**src/rtl/instr_encoder.sv**
```systemverilog
// instr_encoder: converts a symbolic RV32I instruction into its 32-bit machine
// word and writes it to instruction memory at sequential word addresses.
// Optional feature macro: ENC_RANGE_CHECK_EN (immediate range/alignment checks).
module instr_encoder #(
  parameter logic [31:0] BASE_ADDR = 32'h0000_0000,
  parameter int unsigned DEPTH     = 256
) (
  input  logic        clk_i,
  input  logic        rst_n_i,
  input  logic        req_valid_i,
  output logic        req_ready_o,
  input  logic [5:0]  op_i,
  input  logic [4:0]  rd_i,
  input  logic [4:0]  rs1_i,
  input  logic [4:0]  rs2_i,
  input  logic [31:0] imm_i,
  input  logic        clear_i,
  output logic        mem_wr_o,
  output logic [31:0] mem_addr_o,
  output logic [31:0] mem_wr_data_o,
  output logic        err_o,
  output logic [1:0]  err_code_o,
  output logic        full_o,
  output logic [15:0] count_o
);

  localparam logic [6:0]  OPC_LUI   = 7'b0110111;
  localparam logic [6:0]  OPC_AUIPC = 7'b0010111;
  localparam logic [6:0]  OPC_JAL   = 7'b1101111;
  localparam logic [6:0]  OPC_JALR  = 7'b1100111;
  localparam logic [6:0]  OPC_BR    = 7'b1100011;
  localparam logic [6:0]  OPC_LD    = 7'b0000011;
  localparam logic [6:0]  OPC_ST    = 7'b0100011;
  localparam logic [6:0]  OPC_IMM   = 7'b0010011;
  localparam logic [6:0]  OPC_OP    = 7'b0110011;
  localparam logic [15:0] DEPTH_W   = 16'(DEPTH);

  typedef enum logic [1:0] {S_IDLE, S_ENC, S_WR, S_FULL} state_t;

  state_t      state_q, state_d;
  logic [5:0]  op_q, op_d;
  logic [4:0]  rd_q, rd_d, rs1_q, rs1_d, rs2_q, rs2_d;
  logic [31:0] imm_q, imm_d;
  logic [31:0] addr_q, addr_d;
  logic [31:0] data_q, data_d;
  logic [15:0] count_q, count_d;
  logic [1:0]  err_code_q, err_code_d;
  logic        err_q, err_d;
  logic        clr_pend_q, clr_pend_d;

  logic [31:0] enc_word;
  logic [1:0]  enc_err;
  logic [2:0]  f3;
  logic [6:0]  f7;
  logic        rng_err;
  logic        fit_i, fit_b, fit_j, fit_sh, fit_u;
  logic        handshake, clear_eff;
  logic        unused_imm_hi;

  assign unused_imm_hi = ^imm_q[31:21];

`ifdef ENC_RANGE_CHECK_EN
  logic signed [31:0] imm_s;
  assign imm_s  = imm_q;
  assign fit_i  = (imm_s >= -32'sd2048) && (imm_s <= 32'sd2047);
  assign fit_b  = (imm_s >= -32'sd4096) && (imm_s <= 32'sd4094) && !imm_q[0];
  assign fit_j  = (imm_s >= -32'sd1048576) && (imm_s <= 32'sd1048574) && !imm_q[0];
  assign fit_sh = (imm_q[31:5] == '0);
  assign fit_u  = (imm_q[31:20] == '0);
`else
  assign fit_i  = 1'b1;
  assign fit_b  = 1'b1;
  assign fit_j  = 1'b1;
  assign fit_sh = 1'b1;
  assign fit_u  = 1'b1;
`endif

  assign handshake   = (state_q == S_IDLE) && req_valid_i && !clear_i;
  assign clear_eff   = clear_i || clr_pend_q;
  assign req_ready_o = (state_q == S_IDLE) && !clear_i;
  assign mem_wr_o    = (state_q == S_WR);
  assign full_o      = (state_q == S_FULL);
  assign err_o       = err_q;
  assign err_code_o  = err_code_q;
  assign mem_addr_o  = addr_q;
  assign mem_wr_data_o = data_q;
  assign count_o     = count_q;

  // Instruction word assembly and validity checks from the registered fields
  always_comb begin
    enc_word = '0;
    enc_err  = 2'b00;
    rng_err  = 1'b0;
    case (op_q)
      6'd5, 6'd11, 6'd16, 6'd24, 6'd29:        f3 = 3'd1;
      6'd12, 6'd17, 6'd19, 6'd30:              f3 = 3'd2;
      6'd20, 6'd31:                            f3 = 3'd3;
      6'd6, 6'd13, 6'd21, 6'd32:               f3 = 3'd4;
      6'd7, 6'd14, 6'd25, 6'd26, 6'd33, 6'd34: f3 = 3'd5;
      6'd8, 6'd22, 6'd35:                      f3 = 3'd6;
      6'd9, 6'd23, 6'd36:                      f3 = 3'd7;
      default:                                 f3 = 3'd0;
    endcase
    f7 = (op_q == 6'd26 || op_q == 6'd28 || op_q == 6'd34) ? 7'b0100000 : 7'b0000000;
    case (op_q) inside
      6'd0: begin
        enc_word = {imm_q[19:0], rd_q, OPC_LUI};
        rng_err  = !fit_u;
      end
      6'd1: begin
        enc_word = {imm_q[19:0], rd_q, OPC_AUIPC};
        rng_err  = !fit_u;
      end
      6'd2: begin
        enc_word = {imm_q[20], imm_q[10:1], imm_q[11], imm_q[19:12], rd_q, OPC_JAL};
        rng_err  = !fit_j;
      end
      6'd3: begin
        enc_word = {imm_q[11:0], rs1_q, 3'b000, rd_q, OPC_JALR};
        rng_err  = !fit_i;
      end
      [6'd4:6'd9]: begin
        enc_word = {imm_q[12], imm_q[10:5], rs2_q, rs1_q, f3, imm_q[4:1], imm_q[11], OPC_BR};
        rng_err  = !fit_b;
      end
      [6'd10:6'd14]: begin
        enc_word = {imm_q[11:0], rs1_q, f3, rd_q, OPC_LD};
        rng_err  = !fit_i;
      end
      [6'd15:6'd17]: begin
        enc_word = {imm_q[11:5], rs2_q, rs1_q, f3, imm_q[4:0], OPC_ST};
        rng_err  = !fit_i;
      end
      [6'd18:6'd23]: begin
        enc_word = {imm_q[11:0], rs1_q, f3, rd_q, OPC_IMM};
        rng_err  = !fit_i;
      end
      [6'd24:6'd26]: begin
        enc_word = {f7, imm_q[4:0], rs1_q, f3, rd_q, OPC_IMM};
        rng_err  = !fit_sh;
      end
      [6'd27:6'd36]: begin
        enc_word = {f7, rs2_q, rs1_q, f3, rd_q, OPC_OP};
      end
      default: enc_err = 2'b01;
    endcase
    if (enc_err == 2'b00 && rng_err) enc_err = 2'b10;
  end

  // Next-state logic of the accept/encode/write sequence
  always_comb begin
    state_d = state_q;
    case (state_q)
      S_IDLE: if (handshake) state_d = S_ENC;
      S_ENC:  state_d = (enc_err != 2'b00) ? S_IDLE : S_WR;
      S_WR: begin
        if (clear_eff)                         state_d = S_IDLE;
        else if (count_q + 16'd1 == DEPTH_W)   state_d = S_FULL;
        else                                   state_d = S_IDLE;
      end
      S_FULL: if (clear_i) state_d = S_IDLE;
      default: state_d = S_IDLE;
    endcase
  end

  // Datapath updates: field capture, result capture, address/count bookkeeping
  always_comb begin
    op_d       = op_q;
    rd_d       = rd_q;
    rs1_d      = rs1_q;
    rs2_d      = rs2_q;
    imm_d      = imm_q;
    addr_d     = addr_q;
    data_d     = data_q;
    count_d    = count_q;
    err_code_d = err_code_q;
    err_d      = 1'b0;
    clr_pend_d = clr_pend_q;
    case (state_q)
      S_IDLE: begin
        if (clear_i) begin
          addr_d  = BASE_ADDR;
          count_d = '0;
        end else if (handshake) begin
          op_d       = op_i;
          rd_d       = rd_i;
          rs1_d      = rs1_i;
          rs2_d      = rs2_i;
          imm_d      = imm_i;
          err_code_d = 2'b00;
          clr_pend_d = 1'b0;
        end
      end
      S_ENC: begin
        // A clear seen here is deferred until the write/error completes.
        clr_pend_d = clear_eff;
        err_code_d = enc_err;
        if (enc_err != 2'b00) begin
          err_d = 1'b1;
          if (clear_eff) begin
            addr_d     = BASE_ADDR;
            count_d    = '0;
            clr_pend_d = 1'b0;
          end
        end else begin
          data_d = enc_word;
        end
      end
      S_WR: begin
        if (clear_eff) begin
          addr_d     = BASE_ADDR;
          count_d    = '0;
          clr_pend_d = 1'b0;
        end else begin
          addr_d  = addr_q + 32'd4;
          count_d = count_q + 16'd1;
        end
      end
      S_FULL: begin
        if (clear_i) begin
          addr_d  = BASE_ADDR;
          count_d = '0;
        end
      end
      default: ;
    endcase
  end

  // State and datapath registers
  always_ff @(posedge clk_i or negedge rst_n_i) begin
    if (!rst_n_i) begin
      state_q    <= S_IDLE;
      op_q       <= '0;
      rd_q       <= '0;
      rs1_q      <= '0;
      rs2_q      <= '0;
      imm_q      <= '0;
      addr_q     <= BASE_ADDR;
      data_q     <= '0;
      count_q    <= '0;
      err_code_q <= 2'b00;
      err_q      <= 1'b0;
      clr_pend_q <= 1'b0;
    end else begin
      state_q    <= state_d;
      op_q       <= op_d;
      rd_q       <= rd_d;
      rs1_q      <= rs1_d;
      rs2_q      <= rs2_d;
      imm_q      <= imm_d;
      addr_q     <= addr_d;
      data_q     <= data_d;
      count_q    <= count_d;
      err_code_q <= err_code_d;
      err_q      <= err_d;
      clr_pend_q <= clr_pend_d;
    end
  end

endmodule

```
**config.mk**
```make
export PLATFORM = sky130hd
export DESIGN_NAME = instr_encoder
export DESIGN_NICKNAME = d
export VERILOG_FILES = /design/src/rtl/instr_encoder.sv
export SDC_FILE = /design/constraint.sdc
export NUM_CORES = 1
export LEC_CHECK = 0
export CAP_MARGIN = 20
export CORE_MARGIN = 2
export CORE_UTILIZATION = 47
export CTS_BUF_LIST = sky130_fd_sc_hd__clkbuf_16
export DETAILED_ROUTE_END_ITERATION = 8
export PLACE_DENSITY_LB_ADDON = 0.3
export SLEW_MARGIN = 20
export SYNTH_ARGS = -nofsm -noshare
export SYNTH_HDL_FRONTEND = slang
export SYNTH_SLANG_ARGS = --single-unit
```
**constraint.sdc**
```tcl
create_clock -name clk_i -period 2.8 [get_ports clk_i]
set_input_delay 0.56 -clock clk_i [delete_from_list [all_inputs] [get_ports clk_i]]
set_output_delay 0.56 -clock clk_i [all_outputs]
set_load 0.1 [all_outputs]
```
==> results of run 1 <==
## synth_stat cells, drive strengths merged, types with 14 or more instances
cell type	n	area [µm²]
inv	15	56.3
a31oi	24	150
nand2	74	278
a21oi	39	195
clkbuf	33	124
buf	16	90.1
dfrtp	124	3100
nand4	15	93.8
o21ai	76	380
o31ai	16	125
ha	14	175
nor2	58	223
nor3	16	80.1
and3	19	119
mux2	44	495
nand3	23	115
## routing by layer
metal  part of all wire (%)  wire (µm)  up-vias  track usage (%)
li1                       -          -     3017                -
met1                     41       7990     3170             31.3
met2                     51      10000      262             44.1
met3                    5.8       1150       41             5.76
met4                    2.3        459        0             9.52
met5                      0          0        -                0
## per-stage QoR
stage,util (%),TNS [ps],cells
final,64.8,0,1082
after global routing,64.8,-29.2,1082
after CTS,64.1,0,1076
after detailed placement,59.7,-62.1,1044
after global placement,59.7,0,1044
after floorplan,-,0,731
## worst max-delay path, cell delays in order, from the launching register on
cell,delay (ps)
dfrtp_2,470
ha_2,210
or3_4,370
a32o_2,280
a211oi_4,280
a41oi_4,190
buf_12,180
or4_1,550
a21oi_2,160
## layout make-up
| class | count | area share (%) |
|---|---|---|
| Sequential cell | 124 | 34.3 |
| Inverter | 15 | 0.619 |
| Clock buffer | 17 | 4.68 |
| Multi-Input combinational cell | 543 | 38.5 |
| Timing Repair Buffer | 188 | 17.4 |
| Tap cell | 180 | 2.48 |
| Clock inverter | 15 | 2.05 |
## path summary, 6_finish.rpt
kind                                                from                            end  slack, ps  cells after the start
setup / recovery                     op_q[0]$_DFFE_PN0P_     mem_addr_o[26]$_DFFE_PN0P_         50                      8
hold / removal                                   rst_n_i         count_o[6]$_DFFE_PN0P_         70                      1
setup reg to reg                     op_q[0]$_DFFE_PN0P_     mem_addr_o[26]$_DFFE_PN0P_         50                      8
hold reg to reg            mem_wr_data_o[13]$_DFFE_PN0P_  mem_wr_data_o[13]$_DFFE_PN0P_        480                      2
max in group asynchronous                        rst_n_i     mem_addr_o[11]$_DFFE_PN0P_       1970                      2
min in group clk_i         mem_wr_data_o[13]$_DFFE_PN0P_  mem_wr_data_o[13]$_DFFE_PN0P_        480                      2
## power by group
group / total, mW / internal [mW] / switching, mW
registers: 2.84 / 2.33 / 0.501
logic: 6.05 / 2.20 / 3.85
clock network: 2.30 / 1.41 / 0.886
## cells by family (layout without fill, tap and decap cells)
kind of cell	count (synthesis)	in the layout	share of synthesized area, %
DFF	124	124	45.5
xor gates and xnor gates	4	4	0.514
muxes	47	47	7.71
and+or+nand+nor	264	264	19.5
other	1	3	0.0550
buffers and inverters	64	235	3.97
AOI/OAI and AO/OA	211	211	20.1
adders and majority gates	14	14	2.57
## registers in the layout, indices dropped and copies added, names as in the netlist
| name | count |
|---|---|
| state_q | 2 |
| rs1_q | 5 |
| count_o | 16 |
| imm_q | 21 |
| mem_addr_o | 30 |
| clr_pend_q | 1 |
| rs2_q | 5 |
| err_o | 1 |
| mem_wr_data_o | 31 |
| rd_q | 5 |
| err_code_o | 1 |
| op_q | 6 |
## timing repair
action / 4_1_cts / 5_1_grt
gates cloned: 0 / 0
buffers inserted: 0 / 6
pin swaps: 0 / 6
hold buffers: 0 / 0
gates resized for setup: 2 / 10
setup endpoints to repair: 16 / 53
==> reports/qor.csv, run 1 <==
stage,metric,value,unit
timing,layout_min_cycle_time,2750,ps
global_routing,first_global_vias,6429,
die,die-area,15500,µm²
finish,syn_to_final_growth,33.6,%
global_routing,grt_max_degree,80,
job,cap_violations,0,
outcome,status,"complete, no violations",
finish,layout_common_cells,"139 x buf_4, 113 x dfrtp_1, 76 x o21ai_0, 74 x nand2_1, 56 x nor2_1",
die,rows,43,
global_routing,grt_pass1_wl,32300,µm
worst_setup_path,critPathRequiredTime,3150,ps
logic_synthesis,async_flop_share,100,%
worst_setup_path,critical_path_class,reg2reg,
logic_synthesis,yosysSeqAreaShare,45.5,%
power,p_leak,4.04,nW
worst_hold_path,hp-class,in2async,
power,powerDensity,1230,nW/µm²
finish,final_common_cell,buf_4,
global_routing,antenna_found_initial,0,
logic_synthesis,synth_edf_count,0,
clock_network,cts_tree,yes,
timing,maxSlewViolCount,0,
logic_synthesis,netlist_instances,729,
routing,drc,0,
timing,hold_viol_final,0,
routing,wl_per_cell,18.1,µm
logic_synthesis,avgSynthCellArea,9.35,µm²
logic_synthesis,ys_types,66,
die,num_io_pins,143,
placement,post_dp_cell_area,8390,µm²
finish,multi_input_area,3500,µm²
routing,drt_pass1_iterations,5,
clock_network,h-tree-depth,4,
routing,drt.antenna.violating_nets,0,
die,die_w,124,µm
timing,skew,13.8,ps
routing,vias_per_cell,6.00,
placement,gp_congestion,0.904,
logic_synthesis,ys.flop_type,dfrtp_1,
clock_network,cts-root-buf,clkbuf_16,
routing,vias,6490,
finish,register_area,3120,µm²
clock_network,clk_path_buf_depth,2,
logic_synthesis,syn_area,6810,µm²
clock_network,clock_sinks,124,
die,initial_core_util,48.5,%
timing,worst_pin_slew,657,ps
logic_synthesis,yosysWarnings,0,
global_routing,grt-ovfl-total,0,
power,peakVddDrop,762,µV
routing,wirelength,19600,µm
finish,fin_nets,960,
worst_setup_path,startpoint_type,register,
die,coreArea,14000,µm²
global_routing,grt_usage,25.6,%
placement,dpl.hpwl,14100,µm
worst_setup_path,end_kind,register,
timing,setup_violations,0,
timing,setup_ws,46.7,ps
timing,period_share,98.3,%
power,p_total,11.2,mW
clock_network,clkLatencyLatePin,430,ps
finish,drive_gt1_share,27.9,%
timing,fin_hold_ws,72.4,ps
placement,place_ws,-34.1,ps
finish,nFillCells,1144,
timing,fmax,363,MHz
finish,diodes,0,
timing,max_slew_margin,55.9,%
logic_synthesis,ys_seq_elements,124,
finish,final_cell_area,9100,µm²
placement,port_buffers,128,
worst_setup_path,path_max_fanout,9,
clock_network,path_clk_slew,60,ps
die,die_h,124,µm
clock_network,numCtsBuffers,17,
routing,drt-initial-drc-count,562,
worst_setup_path,cp_data_arrival_time,3100,ps
Power figures use the tool's default switching activity.
==> run 2, diff against run 1 <==
CTS_BUF_LIST = default   (was sky130_fd_sc_hd__clkbuf_16)
RECOVER_POWER = 100   (was default)
==> run 2 against run 1 <==
  * Highest routed layer unchanged
  * Critical path depth did not move
  * Critical endpoint unchanged
  * The flow now finishes with violations (capacitance limit, slew limit)
  * First-iteration DRC count increased by 2.0%
  * Register-to-register slack hardly changed
==> reports/qor.csv, run 2 (synthesized netlist as in run 1, its figures left out) <==
stage,metric,value,unit,change
routing,wl_per_cell,18.2,µm,+0.24%
timing,fmax,364,MHz,+0.18%
clock_network,h-tree-depth,4,,unchanged
finish,fin_nets,960,,unchanged
worst_setup_path,rr_worst_depth,8,,unchanged
power,powerDensity,1250,nW/µm²,+2.0%
global_routing,antenna_found_initial,0,,unchanged
die,die_h,124,µm,unchanged
job,cap_violations,1,,+1
timing,hold_viol_final,0,,unchanged
timing,maxSlewViolCount,29,,+29
routing,wirelength,19700,µm,+0.24%
timing,period_share,98.2,%,-0.18 points
global_routing,grt_max_degree,80,,unchanged
routing,drt_pass1_iterations,8,,+3
routing,vias_per_cell,5.94,,-0.92%
worst_setup_path,critical_path_class,reg2reg,,
die,die_w,124,µm,unchanged
die,coreArea,14000,µm²,unchanged
routing,drt-initial-drc-count,573,,+2.0%
outcome,violations,"capacitance limit, slew limit",,
clock_network,clk_path_buf_depth,2,,unchanged
global_routing,first_global_vias,6429,,unchanged
clock_network,cts_tree,yes,,
timing,layout_min_cycle_time,2750,ps,-4.96 ps
placement,port_buffers,128,,unchanged
die,die-area,15500,µm²,unchanged
worst_setup_path,crit_chain,ha_2 > or3_4 > a32o_2 > a211oi_4 > a41oi_4 > buf_12 > or4_1 > a21oi_2,,
clock_network,ctsHoldBuffers,0,,unchanged
placement,dp_cells,1044,,unchanged
worst_setup_path,cp_slowest_cell,or4_1,,
global_routing,grt_pass1_wl,32300,µm,unchanged
finish,drive_gt1_share,18.8,%,-9.1 points
outcome,status,"finished, violations left",,
finish,stdcell_count,1082,,unchanged
worst_setup_path,critPathRequiredTime,3160,ps,about the same
timing,max_slew_margin,-14.0,%,-70 points
clock_network,path_clk_slew,60,ps,about the same
finish,final_cell_area,8770,µm²,-3.6%
worst_setup_path,end_kind,register,,
finish,syn_to_final_growth,28.8,%,
die,rows,43,,unchanged
timing,worst_pin_slew,1710,ps,+1050 ps
timing,setup_violations,0,,unchanged
placement,gp_congestion,0.904,,unchanged
die,num_io_pins,143,,unchanged
routing,drt.antenna.violating_nets,0,,unchanged
worst_hold_path,hold_depth,2,,
worst_setup_path,max_stage_delay,550,ps,about the same
routing,drc,0,,unchanged
global_routing,grt_usage,25.6,%,unchanged
clock_network,numCtsBuffers,17,,unchanged
die,initial_core_util,48.5,%,unchanged
finish,layout_common_cells,"113 x dfrtp_1, 81 x clkbuf_1, 76 x o21ai_0, 74 x nand2_1, 56 x nor2_1",,
worst_setup_path,startpoint_type,register,,
routing,vias,6430,,-0.92%
power,peakVddDrop,732,µV,-3.9%
clock_network,clock_sinks,124,,unchanged
timing,skew,7.56,ps,-6.19 ps
global_routing,grt-ovfl-total,0,,unchanged
placement,dpl.hpwl,14100,µm,unchanged
power,p_leak,3.70,nW,-8.4%
finish,largest_reg_flops,31,,unchanged
worst_setup_path,cp_data_arrival_time,3100,ps,about the same
finish,diodes,0,,unchanged
clock_network,clkLatencyLatePin,430,ps,about the same
worst_setup_path,r2r_slack,50,ps,about the same
placement,post_dp_cell_area,8390,µm²,unchanged
worst_hold_path,hp-class,reg2reg,,
finish,final_common_cell,dfrtp_1,,
clock_network,cts-root-buf,clkbuf_16,,
worst_setup_path,path_max_fanout,9,,unchanged
[run 2: cell count changes in the layout (fill, tap and decap cells not counted)]
cell,change
buf_12,-1
nor2b_2,-1
clkbuf_1,+81
clkbuf_2,+3
buf_4,-84
clkbuf_4,+1
nor2b_1,+1
[run 2: report_power, final]
part | switching, mW | total (mW) | internal [mW]
clock | 0.888 | 2.30 | 1.41
sequential | 0.496 | 2.83 | 2.33
combinational | 3.85 | 5.87 | 2.02
[run 2: final timing paths]
check	start	end
min reg2reg	mem_wr_data_o[13]$_DFFE_PN0P_	mem_wr_data_o[13]$_DFFE_PN0P_
max in group asynchronous	rst_n_i	op_q[0]$_DFFE_PN0P_
max	op_q[0]$_DFFE_PN0P_	mem_addr_o[26]$_DFFE_PN0P_
max reg2reg	op_q[0]$_DFFE_PN0P_	mem_addr_o[26]$_DFFE_PN0P_
min	mem_wr_data_o[13]$_DFFE_PN0P_	mem_wr_data_o[13]$_DFFE_PN0P_
min in group asynchronous	rst_n_i	count_o[6]$_DFFE_PN0P_
[run 2: layout make-up]
| class | count | area (µm²) |
|---|---|---|
| fillers | 1238 | 5270 |
| multi-input cells | 543 | 3500 |
| flip-flops and latches | 124 | 3120 |
| repair buffers | 188 | 1260 |
| clock buffers | 17 | 425 |
| well taps | 180 | 225 |
| clock inverters | 15 | 186 |
| inverters | 15 | 56.3 |
[run 2: stage by stage]
stage / TNS, ps / hold WS, ps / utilization [%] / setup slack (ps) / total power, mW
global placement: 0 / 460 / 59.7 / 24.8 / 8.50
finish: 0 / 482 / 62.5 / 51.7 / 11.0
global route: -29.2 / 523 / 62.5 / -25.2 / 11.6
detailed placement: -62.1 / 480 / 59.7 / -34.1 / 8.66
floorplan: 0 / 264 / - / 7.04 / 6.77
CTS: 0 / 67.1 / 64.1 / 29.0 / 11.0
[run 2: worst max-delay path, delay by kind of cell, from the launching register on]
family,cells,cell delay [ps]
adder cells (fa/ha/maj),1,210
AO/OA/AOI/OAI,4,910
buffers and inverters,1,180
AND/OR/NAND/NOR,2,910
flip-flops,1,470
[run 2: timing repair]
item	4_1_cts	5_1_grt
pin swaps	0	6
resized for setup	2	10
setup buffers	0	6
setup endpoints to repair	16	53
[run 2: routing by layer]
metal,vias up,routed length (µm),track usage [%]
met1,3142,8050,31.3
met5,-,0,0
met3,41,1130,5.76
met2,233,10000,44.1
li1,3014,-,-
met4,0,427,9.52
==> run 3, diff against run 2 <==
CORE_MARGIN = default   (was 2)
GPL_ROUTABILITY_DRIVEN = 1   (was default)
==> run 3 against run 2 <==
  * The flow now finishes without violations
  * Final cell count shrank 0.83%
  * Via count is essentially flat
  * First-iteration DRC count shrank 15%
  * Die area shrank 3.2%
  * Power shrank 2.0%
  * Setup slack gained 39 ps
  * Clock-buffer cell count is the same
  * Clock power shrank 3%
==> reports/qor.csv, run 3 (synthesized netlist as in run 1, its figures left out) <==
stage,metric,value,unit,change
routing,wl_per_cell,18.0,µm,-0.81%
finish,diodes,0,,unchanged
global_routing,first_global_vias,6151,,-4.3%
timing,finalSetupTns,0,ps,unchanged
die,rows,43,,unchanged
timing,worst_pin_slew,1310,ps,-396 ps
finish,nFillCells,1263,,+2.0%
timing,maxSlewViolCount,0,,-100%
worst_setup_path,path_max_fanout,6,,-3
clock_network,clkLatencyLatePin,430,ps,about the same
power,peakVddDrop,866,µV,+18%
die,initial_core_util,48.7,%,+0.19 points
clock_network,clock_sinks,124,,unchanged
finish,final_common_cell,dfrtp_1,,
worst_setup_path,cp_data_arrival_time,3060,ps,-40 ps
routing,vias_per_cell,5.99,,+0.82%
worst_setup_path,end_kind,register,,
finish,drive_gt1_share,17.5,%,-1.4 points
worst_setup_path,r2r_slack,90,ps,+40 ps
timing,skew,5.59,ps,-1.97 ps
finish,stdcell_count,1073,,-0.83%
clock_network,path_clk_slew,60,ps,about the same
placement,dpl.hpwl,13700,µm,-2.7%
die,num_io_pins,143,,unchanged
global_routing,antenna_found_initial,0,,unchanged
routing,drc,0,,unchanged
timing,layout_min_cycle_time,2710,ps,-39.3 ps
timing,rsz0062_at_grt,false,,
power,pwr-share-clk,20.5,%,-0.4 points
power,p_total,10.8,mW,-2.0%
routing,drt_pass1_iterations,5,,-3
power,p_int,5.55,mW,-3.8%
power,p_seq_share,25.9,%,+0.2 points
timing,hold_viol_final,0,,unchanged
die,die-area,15000,µm²,-3.2%
power,p_leak,3.65,nW,-1.4%
clock_network,ctsHoldBuffers,0,,unchanged
placement,gp_congestion,0.879,,-2.8%
timing,period_share,96.8,%,-1.4 points
worst_setup_path,startpoint_type,register,,
global_routing,grt_usage,26.6,%,+1.1 points
clock_network,numCtsBuffers,17,,unchanged
finish,syn_to_final_growth,27.1,%,
job,cap_violations,0,,-1
power,power_frac_comb,53.6,%,+0.2 points
timing,setup_violations,0,,unchanged
placement,dp_cells,1038,,-0.57%
timing,fmax,369,MHz,+1.5%
die,die_h,122,µm,-1.6%
worst_setup_path,critPathRequiredTime,3160,ps,about the same
finish,largest_reg_flops,31,,unchanged
finish,postLayoutCoreUtil,61.9,%,-0.55 points
power,power_switching_share,48.6,%,+0.98 points
clock_network,cts_tree,yes,,
clock_network,cts-root-buf,clkbuf_16,,
clock_network,clk_path_buf_depth,2,,unchanged
die,coreArea,14000,µm²,-0.38%
routing,drt.antenna.violating_nets,0,,unchanged
outcome,status,"complete, no violations",,
clock_network,h-tree-depth,4,,unchanged
worst_setup_path,max_stage_delay,560,ps,about the same
die,die_w,122,µm,-1.6%
worst_setup_path,cp_slowest_cell,or4_4,,
finish,layout_common_cells,"114 x dfrtp_1, 80 x clkbuf_1, 76 x o21ai_0, 74 x nand2_1, 56 x nor2_1",,
finish,fin_nets,951,,-0.94%
placement,port_buffers,128,,unchanged
global_routing,grt-ovfl-total,0,,unchanged
worst_setup_path,crit_chain,ha_1 > or3_1 > a32o_2 > a211oi_4 > buf_6 > a41oi_4 > or4_4 > a21oi_1,,
worst_setup_path,critical_path_class,reg2reg,,
placement,place_ws,112,ps,+146 ps
global_routing,grt_max_degree,51,,-36%
global_routing,grt_pass1_wl,30700,µm,-4.8%
routing,vias,6429,,-0.016%
timing,max_slew_margin,12.5,%,+26 points
power,powerDensity,1250,nW/µm²,-0.75%
worst_hold_path,hp-class,in2async,,
routing,wirelength,19300,µm,-1.6%
routing,drt-initial-drc-count,488,,-15%
timing,setup_ws,91.0,ps,+39.3 ps
power,net-switching-power,5.24,mW,about the same
==> run 3: changes by cell type in the layout (fill, tap and decap cells not counted), moves of 2 or more <==
cell	previous run	this run
buf_6	0	3
clkbuf_2	3	5
buf_12	4	2
inv_6	4	6
clkinv_4	5	3
ha_1	11	13
ha_2	3	1
buf_4	55	42
==> run 3: area by class of cell <==
cell class              instances  area, µm²  area share [%]
inverters                      15       56.3           0.650
multi-input cells             544       3510            40.5
well taps                     180        225            2.60
clock buffers                  17        425            4.91
clock inverters                15        161            1.86
flip-flops and latches        124       3120            36.0
repair buffers                178       1170            13.5
==> run 3: power groups by stage <==
stage	Combinational (mW)	Sequential (mW)	Clock (mW)
finish	5.78	2.79	2.22
floorplan	2.72	4.05	0
global route	6.17	2.85	2.31
global placement	5.66	2.79	0
detailed placement	5.76	2.81	0
CTS	5.79	2.79	2.23
==> run 3: per-stage QoR <==
step	instance area (µm²)	hold WS (ps)
global route	8660	518
finish	8660	417
detailed placement	8370	480
global placement	8370	458
floorplan	6840	264
CTS	8950	207
==> run 3: per-layer routing <==
layer / vias up / share of wire [%] / track usage (%)
li1: 3006 / - / -
met1: 3143 / 41 / 33.3
met2: 241 / 50 / 44.8
met3: 39 / 6.0 / 5.34
met4: 0 / 2.3 / 11.0
met5: - / 0 / 0
==> run 3: worst max-delay path, delay by kind of cell, from the launching register on <==
family          cells  cell delay, ps
buf+inv             1             160
flops               1             440
fa+ha+maj           1             220
compound gates      4             870
simple gates        2             950
==> run 3: path summary, 6_finish.rpt <==
path                                         startpoint                            to  cells past startpoint
max in group asynchronous                       rst_n_i         imm_q[11]$_DFFE_PN0P_                      2
min in group clk_i         mem_wr_data_o[6]$_DFFE_PN0P_  mem_wr_data_o[6]$_DFFE_PN0P_                      2
min reg2reg                mem_wr_data_o[6]$_DFFE_PN0P_  mem_wr_data_o[6]$_DFFE_PN0P_                      2
max reg2reg                         op_q[0]$_DFFE_PN0P_    mem_addr_o[24]$_DFFE_PN0P_                      8
min                                             rst_n_i       count_o[13]$_DFFE_PN0P_                      1
max                                 op_q[0]$_DFFE_PN0P_    mem_addr_o[24]$_DFFE_PN0P_                      8
==> run 3: timing repair <==
item | in CTS | in global routing
endpoints found under the setup margin | 0 | 24
resized for setup | 0 | 12
setup buffers | 0 | 2
